===== src/rtl/rgb_mixer_multi.sv =====
// N-channel quadrature-encoder to PWM mixer. Inputs are debounced and decoded on a prescaler
// tick. Every channel drives one output from a shared PWM counter, and each channel's duty value is updated only at period wraps.

module rgb_mixer_ch #(
  parameter int WIDTH      = 8,
  parameter int HIST_LEN   = 8,
  parameter int STEP       = 1,
  parameter int SATURATE   = 1,
  parameter int INIT_LEVEL = 0
) (
  input  logic             clk,
  input  logic             reset_n,
  input  logic             tick_i,
  input  logic             wrap_i,
  input  logic [WIDTH-1:0] cnt_i,
  input  logic             a_i,
  input  logic             b_i,
  output logic [WIDTH-1:0] level_o,
  output logic             pwm_o
);
  localparam logic [WIDTH-1:0] INIT   = WIDTH'(INIT_LEVEL);
  localparam logic [WIDTH:0]   STEP_X = (WIDTH+1)'(STEP);
  localparam logic [WIDTH-1:0] MAXV   = '1;

  logic [HIST_LEN-1:0] ha_q, ha_d, hb_q, hb_d;
  logic                a_db_q, a_db_d, b_db_q, b_db_d, prev_a_q;
  logic [WIDTH-1:0]    level_q, level_d, active_q;
  logic                pwm_q;
  logic [WIDTH:0]      sum;

  always_comb begin
    ha_d   = {ha_q[HIST_LEN-2:0], a_i};
    hb_d   = {hb_q[HIST_LEN-2:0], b_i};
    a_db_d = a_db_q;
    b_db_d = b_db_q;
    if (&ha_d)       a_db_d = 1'b1;
    else if (~|ha_d) a_db_d = 1'b0;
    if (&hb_d)       b_db_d = 1'b1;
    else if (~|hb_d) b_db_d = 1'b0;
    // One extra bit: bit WIDTH set means overflow on increment or borrow on decrement
    sum     = b_db_q ? ({1'b0, level_q} - STEP_X) : ({1'b0, level_q} + STEP_X);
    level_d = level_q;
    if (!prev_a_q && a_db_q) begin
      if (sum[WIDTH] && (SATURATE != 0)) level_d = b_db_q ? '0 : MAXV;
      else                               level_d = sum[WIDTH-1:0];
    end
  end

  always_ff @(posedge clk) begin
    if (!reset_n) begin
      ha_q     <= '0;
      hb_q     <= '0;
      a_db_q   <= 1'b0;
      b_db_q   <= 1'b0;
      prev_a_q <= 1'b0;
      level_q  <= INIT;
      active_q <= INIT;
      pwm_q    <= 1'b0;
    end else begin
      if (tick_i) begin
        ha_q     <= ha_d;
        hb_q     <= hb_d;
        a_db_q   <= a_db_d;
        b_db_q   <= b_db_d;
        prev_a_q <= a_db_q;
        level_q  <= level_d;
      end
      // At the wrap, the active value takes the level from before any same-tick detent
      if (wrap_i) active_q <= level_q;
      pwm_q <= (cnt_i < active_q);
    end
  end

  assign level_o = level_q;
  assign pwm_o   = pwm_q;
endmodule

module rgb_mixer_multi #(
  parameter int NUM_CH     = 3,
  parameter int WIDTH      = 8,
  parameter int DIV_BITS   = 8,
  parameter int HIST_LEN   = 8,
  parameter int STEP       = 1,
  parameter int SATURATE   = 1,
  parameter int INIT_LEVEL = 0
) (
  input  logic                    clk,
  input  logic                    reset_n,
  input  logic [NUM_CH-1:0]       enc_a,
  input  logic [NUM_CH-1:0]       enc_b,
  output logic [NUM_CH-1:0]       pwm_out,
  output logic [NUM_CH*WIDTH-1:0] level_out,
  output logic                    period_start
);
  logic [1:0][NUM_CH-1:0]       sa_q, sb_q;
  logic                         tick, wrap;
  logic [WIDTH-1:0]             cnt_q;
  logic                         period_q;
  logic [NUM_CH-1:0][WIDTH-1:0] level;

  generate
    if (DIV_BITS == 0) begin : g_nodiv
      assign tick = 1'b1;
    end else begin : g_div
      logic [DIV_BITS-1:0] div_q;
      always_ff @(posedge clk) begin
        if (!reset_n) div_q <= '0;
        else          div_q <= div_q + DIV_BITS'(1);
      end
      assign tick = &div_q;
    end
  endgenerate

  assign wrap = tick && (cnt_q == '1);

  always_ff @(posedge clk) begin
    if (!reset_n) begin
      sa_q     <= '0;
      sb_q     <= '0;
      cnt_q    <= '0;
      period_q <= 1'b0;
    end else begin
      sa_q     <= {sa_q[0], enc_a};
      sb_q     <= {sb_q[0], enc_b};
      if (tick) cnt_q <= cnt_q + WIDTH'(1);
      period_q <= wrap;
    end
  end

  for (genvar i = 0; i < NUM_CH; i++) begin : g_ch
    rgb_mixer_ch #(
      .WIDTH(WIDTH), .HIST_LEN(HIST_LEN), .STEP(STEP),
      .SATURATE(SATURATE), .INIT_LEVEL(INIT_LEVEL)
    ) u_ch (
      .clk    (clk),
      .reset_n(reset_n),
      .tick_i (tick),
      .wrap_i (wrap),
      .cnt_i  (cnt_q),
      .a_i    (sa_q[1][i]),
      .b_i    (sb_q[1][i]),
      .level_o(level[i]),
      .pwm_o  (pwm_out[i])
    );
  end

  assign level_out    = level;
  assign period_start = period_q;
endmodule


===== config.mk =====
export PLATFORM = sky130hd
export DESIGN_NAME = rgb_mixer_multi
export DESIGN_NICKNAME = d
export VERILOG_FILES = /design/src/rtl/rgb_mixer_multi.sv
export SDC_FILE = /design/constraint.sdc
export NUM_CORES = 1
export LEC_CHECK = 0
export ABC_AREA = 1
export BUFFER_PORTS_ARGS = -buffer_cell sky130_fd_sc_hd__buf_4
export CORE_UTILIZATION = 55
export CTS_CLUSTER_DIAMETER = 150
export DETAILED_ROUTE_END_ITERATION = 6
export PLACE_DENSITY = 0.73
export RECOVER_POWER = 25
export SYNTH_ARGS = -nofsm -noshare
export SYNTH_HDL_FRONTEND = slang
export SYNTH_SLANG_ARGS = --single-unit

===== constraint.sdc =====
create_clock -name clk -period 5.3 [get_ports clk]
set_clock_uncertainty 0.2 [all_clocks]
set_input_delay 0.265 -clock clk [delete_from_list [all_inputs] [get_ports clk]]
set_output_delay 0.265 -clock clk [all_outputs]
set_load 0.05 [all_outputs]

==> impl_metrics.tcl, run 1 <==
set metrics [dict create \
    synth_top_family_by_area "simple AND/OR/NAND/NOR gates" \
    cts_root_buf "clkbuf_16" \
    final_cell_count_no_fill 1116 \
    grt_pass1_vias 5109 \
    timing.rr.end "g_ch[1].u_ch.active_q[5]$_SDFFE_PN0P_" \
    tightest_slew_ps 886.6 \
    multiInputGateArea_um2 3457 \
    hpwl_mm 8.743 \
    cts_buffer_depth 2 \
    n_antenna_cell 0 \
    synth_seq_area_share_pct 39.23 \
    cts_tree "built" \
    drive_gt1_share_pct 7.811 \
    avgSynthCellArea_um2 7.196 \
    met1_usage_pct 29.72 \
    grt_use_met2_pct 36.07 \
    cts.sinks 131 \
    overflow 0 \
    vdd_ir_drop_max_mv 0.2639 \
    synth.distinct_cells 36 \
    p_sw_share_pct 19.64 \
    yosys_warnings 0 \
    start_util_pct 57.56 \
    grt_usage_pct 22.20 \
    violations "DRC" \
    r2r_setup_slack_ps 2760 \
    synth-simple-area-share_pct 29.01 \
    wirelength_mm 13.18 \
    register_area_um2 2623 \
    insertion_delay_ps 410 \
    clockPowerShare_pct 53.9 \
    htreeDepth 4 \
    nFillCells 1063 \
    hold_slack_ps 211.0 \
    min_period_ps 2536 \
    fin_util_pct 65.27 \
    drcViolationCount 2 \
    crit_arrival_ps 2640 \
    fin_setup_tns_ps 0 \
    seq_power_share_pct 44.3 \
    final-max-slew-violation-count 0 \
    synthMuxAreaShare_pct 0 \
    die_w_um 112.3 \
    crit_end "g_ch[1].u_ch.active_q[5]$_SDFFE_PN0P_" \
    synthXorXnorAreaFrac_pct 0.3930 \
    synth_top_cell_area_share_pct 39.23 \
    critPathRequiredTime_ps 5400 \
    dieArea_um2 12600 \
    ys_ff_latch 131 \
    synthCells 929 \
    grt_setup_unrepaired "no" \
    max_cap_viol_count 0 \
    critPathLaunch "g_div.div_q[0]$_SDFF_PN0_" \
    max_slew_margin_pct 40.57 \
    use_met3_pct 3.726 \
    reg2reg_from "g_div.div_q[0]$_SDFF_PN0_" \
    dp_cells 1078 \
    first_iter_violations 309 \
    ant_nets 0 \
    die_y_um 112.3 \
    p_leak_nw 3.309 \
    wire_per_inst_um 11.81 \
    final_net_count 1015 \
    dpl_cell_area_um2 6983 \
    final_hold_viol_count 0 \
    gp_congestion 0.8105 \
    viasPerCell 5.150 \
    final_area_um2 7580 \
    busiest_layer "met2" \
    cts_post_setup_buffers_inserted 0 \
    worstHoldStart "sa_q[1]$_SDFF_PN0_" \
    layout_commonest_cell "nand2_1" \
    post-route-period-util_pct 47.85 \
    num_vias 5747 \
    critPathCaptureType "flop" \
    final_cell_mix "nand2_1, nor2_1, dfxtp_1" \
    grt_pass1_wl_mm 22.94 \
    yosys.area.top_type "dfxtp_1" \
    r2r_cells 8 \
    hold_class "flop to flop" \
    ios 36 \
    syn_area_um2 6685 \
    synth-compound-area-share_pct 13.18 \
    synthAdderAreaFrac_pct 9.133 \
    p_per_area_nw_per_um2 296.5 \
    syn_nets 984 \
    path_max_fanout 59 \
    combPwrFrac_pct 1.9 \
    grt_start_max_net_pins 98 \
    row_count 39 \
    syn_to_final_growth_pct 13.38 \
    antenna_found_initial 0 \
    status "finished with violations" \
    core_area_um2 11610 \
    power.switching_uw 441.4 \
    clk_pin_slew_ps 50 \
    io_buffers 35 \
    cts_made_buffers 17 \
    drtPass1Iterations 7 \
    fmax_mhz 394.4 \
    cts_resized 0 \
    internal_power_mw 1.806 \
    crit_type "flop to flop" \
    setup_violations 0 \
    netlist_top_cells_area "dfxtp_1, nand2_1, ha_1" \
    critPathLaunchType "flop" \
]
==> worst min-delay path by stage <==
stage               depth (start not counted)  slack (ps)                 end
CTS                                         2         220  sa_q[4]$_SDFF_PN0_
floorplan                                   2         160  sa_q[0]$_SDFF_PN0_
finish                                      2         210  sa_q[4]$_SDFF_PN0_
global placement                            2         190  sb_q[4]$_SDFF_PN0_
detailed placement                          2         200  sa_q[4]$_SDFF_PN0_
global route                                2         230  sb_q[4]$_SDFF_PN0_
==> cell usage after synthesis, drive strengths merged <==
cell and n:
nand2 200, nor2 140, dfxtp 131, inv 117, o21ai 84, a21oi 74
ha 44, nand3 32, clkbuf 16, nand3b 16, nand4 16, buf 15
nor4 14, nor3 8, a211oi 5, or2 5, fa 3, and2 2
clkinv 2, o21a 2, xnor2 2, xor2 1
==> stage by stage <==
stage | setup slack, ps | total power [mW]
finish | 2764 | 2.247
CTS | 2766 | 2.263
global route | 2556 | 2.317
floorplan | 3031 | 1.043
detailed placement | 2834 | 1.054
global placement | 2870 | 1.053
==> power by group through the flow <==
| stage | clock network [mW] | logic [mW] | registers [mW] |
|---|---|---|---|
| 6_report | 1.21 | 0.0421 | 0.995 |
| 5_1_grt | 1.27 | 0.0480 | 0.995 |
| 4_1_cts | 1.23 | 0.0423 | 0.995 |
| 3_5_place_dp | 0 | 0.0386 | 1.02 |
| 3_3_place_gp | 0 | 0.0378 | 1.02 |
| 2_1_floorplan | 0 | 0.0285 | 1.01 |
==> flip-flops by register name, indices dropped and copies added (netlist names) <==
register            flops
sb_q                    6
g_ch.u_ch.level_o      24
sa_q                    6
g_ch.u_ch.hb_q         21
g_ch.u_ch.a_db_q        3
g_ch.u_ch.b_db_q        3
cnt_q                   8
period_start            1
g_ch.u_ch.ha_q         21
g_ch.u_ch.active_q     24
g_ch.u_ch.prev_a_q      3
g_ch.u_ch.pwm_o         3
g_div.div_q             8
==> timing repair <==
action                                  in CTS  in global routing
hold endpoints to repair                     6                  0
endpoints found under the setup margin       0                  0
hold buffers                                 6                  0
==> final cells by class <==
type	count	area share, %
timing repair buffer	43	3.318
multi-input combinational	648	45.61
sequential	131	34.60
clock buffer	23	6.570
tap	143	2.361
clock inverter	9	1.651
inverter	119	5.893
==> per-layer routing <==
| layer | wire length (µm) | vias to the layer above |
|---|---|---|
| li1 | - | 3083 |
| met1 | 6731 | 2589 |
| met2 | 5921 | 59 |
| met3 | 363 | 16 |
| met4 | 167 | 0 |
| met5 | 0 | - |
==> worst max-delay path, stage by stage (launching register included) <==
cell	delay, ps
dfxtp_1	340
ha_1	170
nand2_1	70
nor2_2	150
nand2_4	360
nor2_2	270
nand3_2	400
o21ai_0	370
nor2_1	60
==> cells by family (layout without fill, tap and decap cells) <==
logic type,Yosys count,in the layout
simple gates,433,433
compound gates,165,165
buf+inv,150,194
flops,131,131
fa+ha+maj,47,47
xor+xnor,3,3
No activity file was read; power rests on OpenSTA's default activity.
==> run 2: changes to the inputs <==
==> constraint.sdc (replaced) <==
create_clock -name clk -period 2.65 [get_ports clk]
set_clock_uncertainty 0.2 [all_clocks]
set_input_delay 0.1325 -clock clk [delete_from_list [all_inputs] [get_ports clk]]
set_output_delay 0.1325 -clock clk [all_outputs]
set_load 0.05 [all_outputs]
==> run 2 against run 1 <==
  * The run still ends with DRC left
  * Non-clock buffer count increased by 12
  * Critical path depth fell by 2
  * Setup slack got worse by 2400 ps
  * Sequential power increased by 100%
  * Global-route usage is 0.85 points higher
  * Highest routed layer unchanged
==> impl_metrics.tcl, run 2 (synthesized netlist as in run 1, its figures left out) <==
set metrics [dict create \
    dpl_cell_area_um2 7036 \
    hold_buffers 11 \
    dieArea_um2 12600 \
    crit_slowest_cell "clkbuf_2" \
    p_leak_nw 3.342 \
    clk_pin_slew_ps 50 \
    final_hold_viol_count 0 \
    register_area_um2 2623 \
    insertion_delay_ps 410 \
    final_cell_count_no_fill 1127 \
    cts_made_buffers 17 \
    fin_util_pct 66.03 \
    hold_slack_ps 213.0 \
    gp_congestion 0.8370 \
    power_mw 4.559 \
    syn_to_final_growth_pct 14.71 \
    fmax_mhz 431.0 \
    layout_commonest_cell "nand2_1" \
    grt_setup_unrepaired "no" \
    grt_start_max_net_pins 66 \
    wirelength_mm 13.57 \
    io_buffers 35 \
    ios 36 \
    die_w_um 112.3 \
    crit_type "primary input to flop" \
    cts_post_setup_buffers_inserted 0 \
    slowest_delay_ps 780 \
    path_max_fanout 65 \
    tightest_slew_ps 1047 \
    cts_resized 0 \
    final-max-slew-violation-count 0 \
    grt_pass1_vias 5354 \
    drtPass1Iterations 6 \
    cts_buffer_depth 2 \
    row_count 39 \
    min_period_ps 2320 \
    dp_slack_ps 475.2 \
    final_cell_mix "nand2_1, nor2_1, dfxtp_1" \
    multiInputGateArea_um2 3457 \
    nFillCells 1083 \
    crit_buf_inv 4 \
    violations "DRC" \
    cts_root_buf "clkbuf_16" \
    setup_violations 0 \
    post-route-period-util_pct 87.55 \
    grt_usage_pct 23.05 \
    wire_per_inst_um 12.04 \
    vdd_ir_drop_max_mv 0.5271 \
    final_net_count 1027 \
    crit_arrival_ps 2470 \
    status "finished with violations" \
    num_vias 5745 \
    critPathRequiredTime_ps 2800 \
    fin_setup_tns_ps 0 \
    viasPerCell 5.098 \
    setup_slack_ps 329.8 \
    overflow 0 \
    cp_top_family "buffers and inverters" \
    start_util_pct 57.56 \
    max_cap_viol_count 0 \
    cts.sinks 131 \
    ant_nets 0 \
    dp_cells 1085 \
    cts_tree "built" \
    first_iter_violations 314 \
    hold_class "flop to flop" \
    die_y_um 112.3 \
    final_area_um2 7669 \
    p_per_area_nw_per_um2 594.6 \
    critPathCaptureType "flop" \
    drive_gt1_share_pct 7.927 \
    drcViolationCount 2 \
    grt_pass1_wl_mm 23.69 \
    critPathMostFrequentCell "clkbuf_2" \
    critPathLaunchType "primary input" \
    core_area_um2 11610 \
    path_cells "dlygate4sd3_1, clkbuf_2, clkinv_1, clkbuf_2, a21oi_1, o21a_1" \
    n_antenna_cell 0 \
    max_slew_margin_pct 30.21 \
    hpwl_mm 9.385 \
    antenna_found_initial 0 \
    htreeDepth 4 \
]
-- run 2: changes by cell type in the layout (fill, tap and decap cells not counted), sizes merged --
cell	before	now
bufinv	3	4
buf	14	13
clkinvlp	2	1
dlygate4sd3	6	11
clkbuf	46	53
-- run 2: per-layer routing --
| layer | part of all wire [%] | global-route usage [%] |
|---|---|---|
| met5 | 0 | 0 |
| met1 | 49 | 29.51 |
| met3 | 3.0 | 4.752 |
| met4 | 1.5 | 8.444 |
| met2 | 46 | 38.47 |
-- run 2: power by group --
part	leakage [nW]	internal (mW)	switching, mW
Sequential	1.06	1.98	0.00627
Clock	0.312	1.66	0.812
Combinational	1.97	0.0379	0.0551
-- run 2: cell type report --
type                       instances  share of cell area, %
multi-input combinational        648                  45.08
timing repair buffer              55                  4.275
clock buffer                      22                  6.314
inverter                         119                  5.825
clock inverter                     9                  1.974
sequential                       131                  34.20
tap                              143                  2.333
-- run 2: worst paths after layout --
kind	startpoint	endpoint	slack [ps]	cells past startpoint
worst max-delay path	reset_n	g_div.div_q[4]$_SDFF_PN0_	330	6
worst min-delay path	sb_q[1]$_SDFF_PN0_	sb_q[4]$_SDFF_PN0_	210	2
worst max register to register	g_div.div_q[0]$_SDFF_PN0_	g_ch[2].u_ch.active_q[7]$_SDFFE_PN0P_	410	8
worst min register to register	sb_q[1]$_SDFF_PN0_	sb_q[4]$_SDFF_PN0_	210	2
-- run 2: worst register-to-register path: stages, from the launching register on --
cell	delay, ps
dfxtp_1	360
ha_1	170
nand2_1	80
nor2_2	160
nand2_4	150
nor2_2	170
nand3_2	370
o21ai_0	380
nor2_1	80
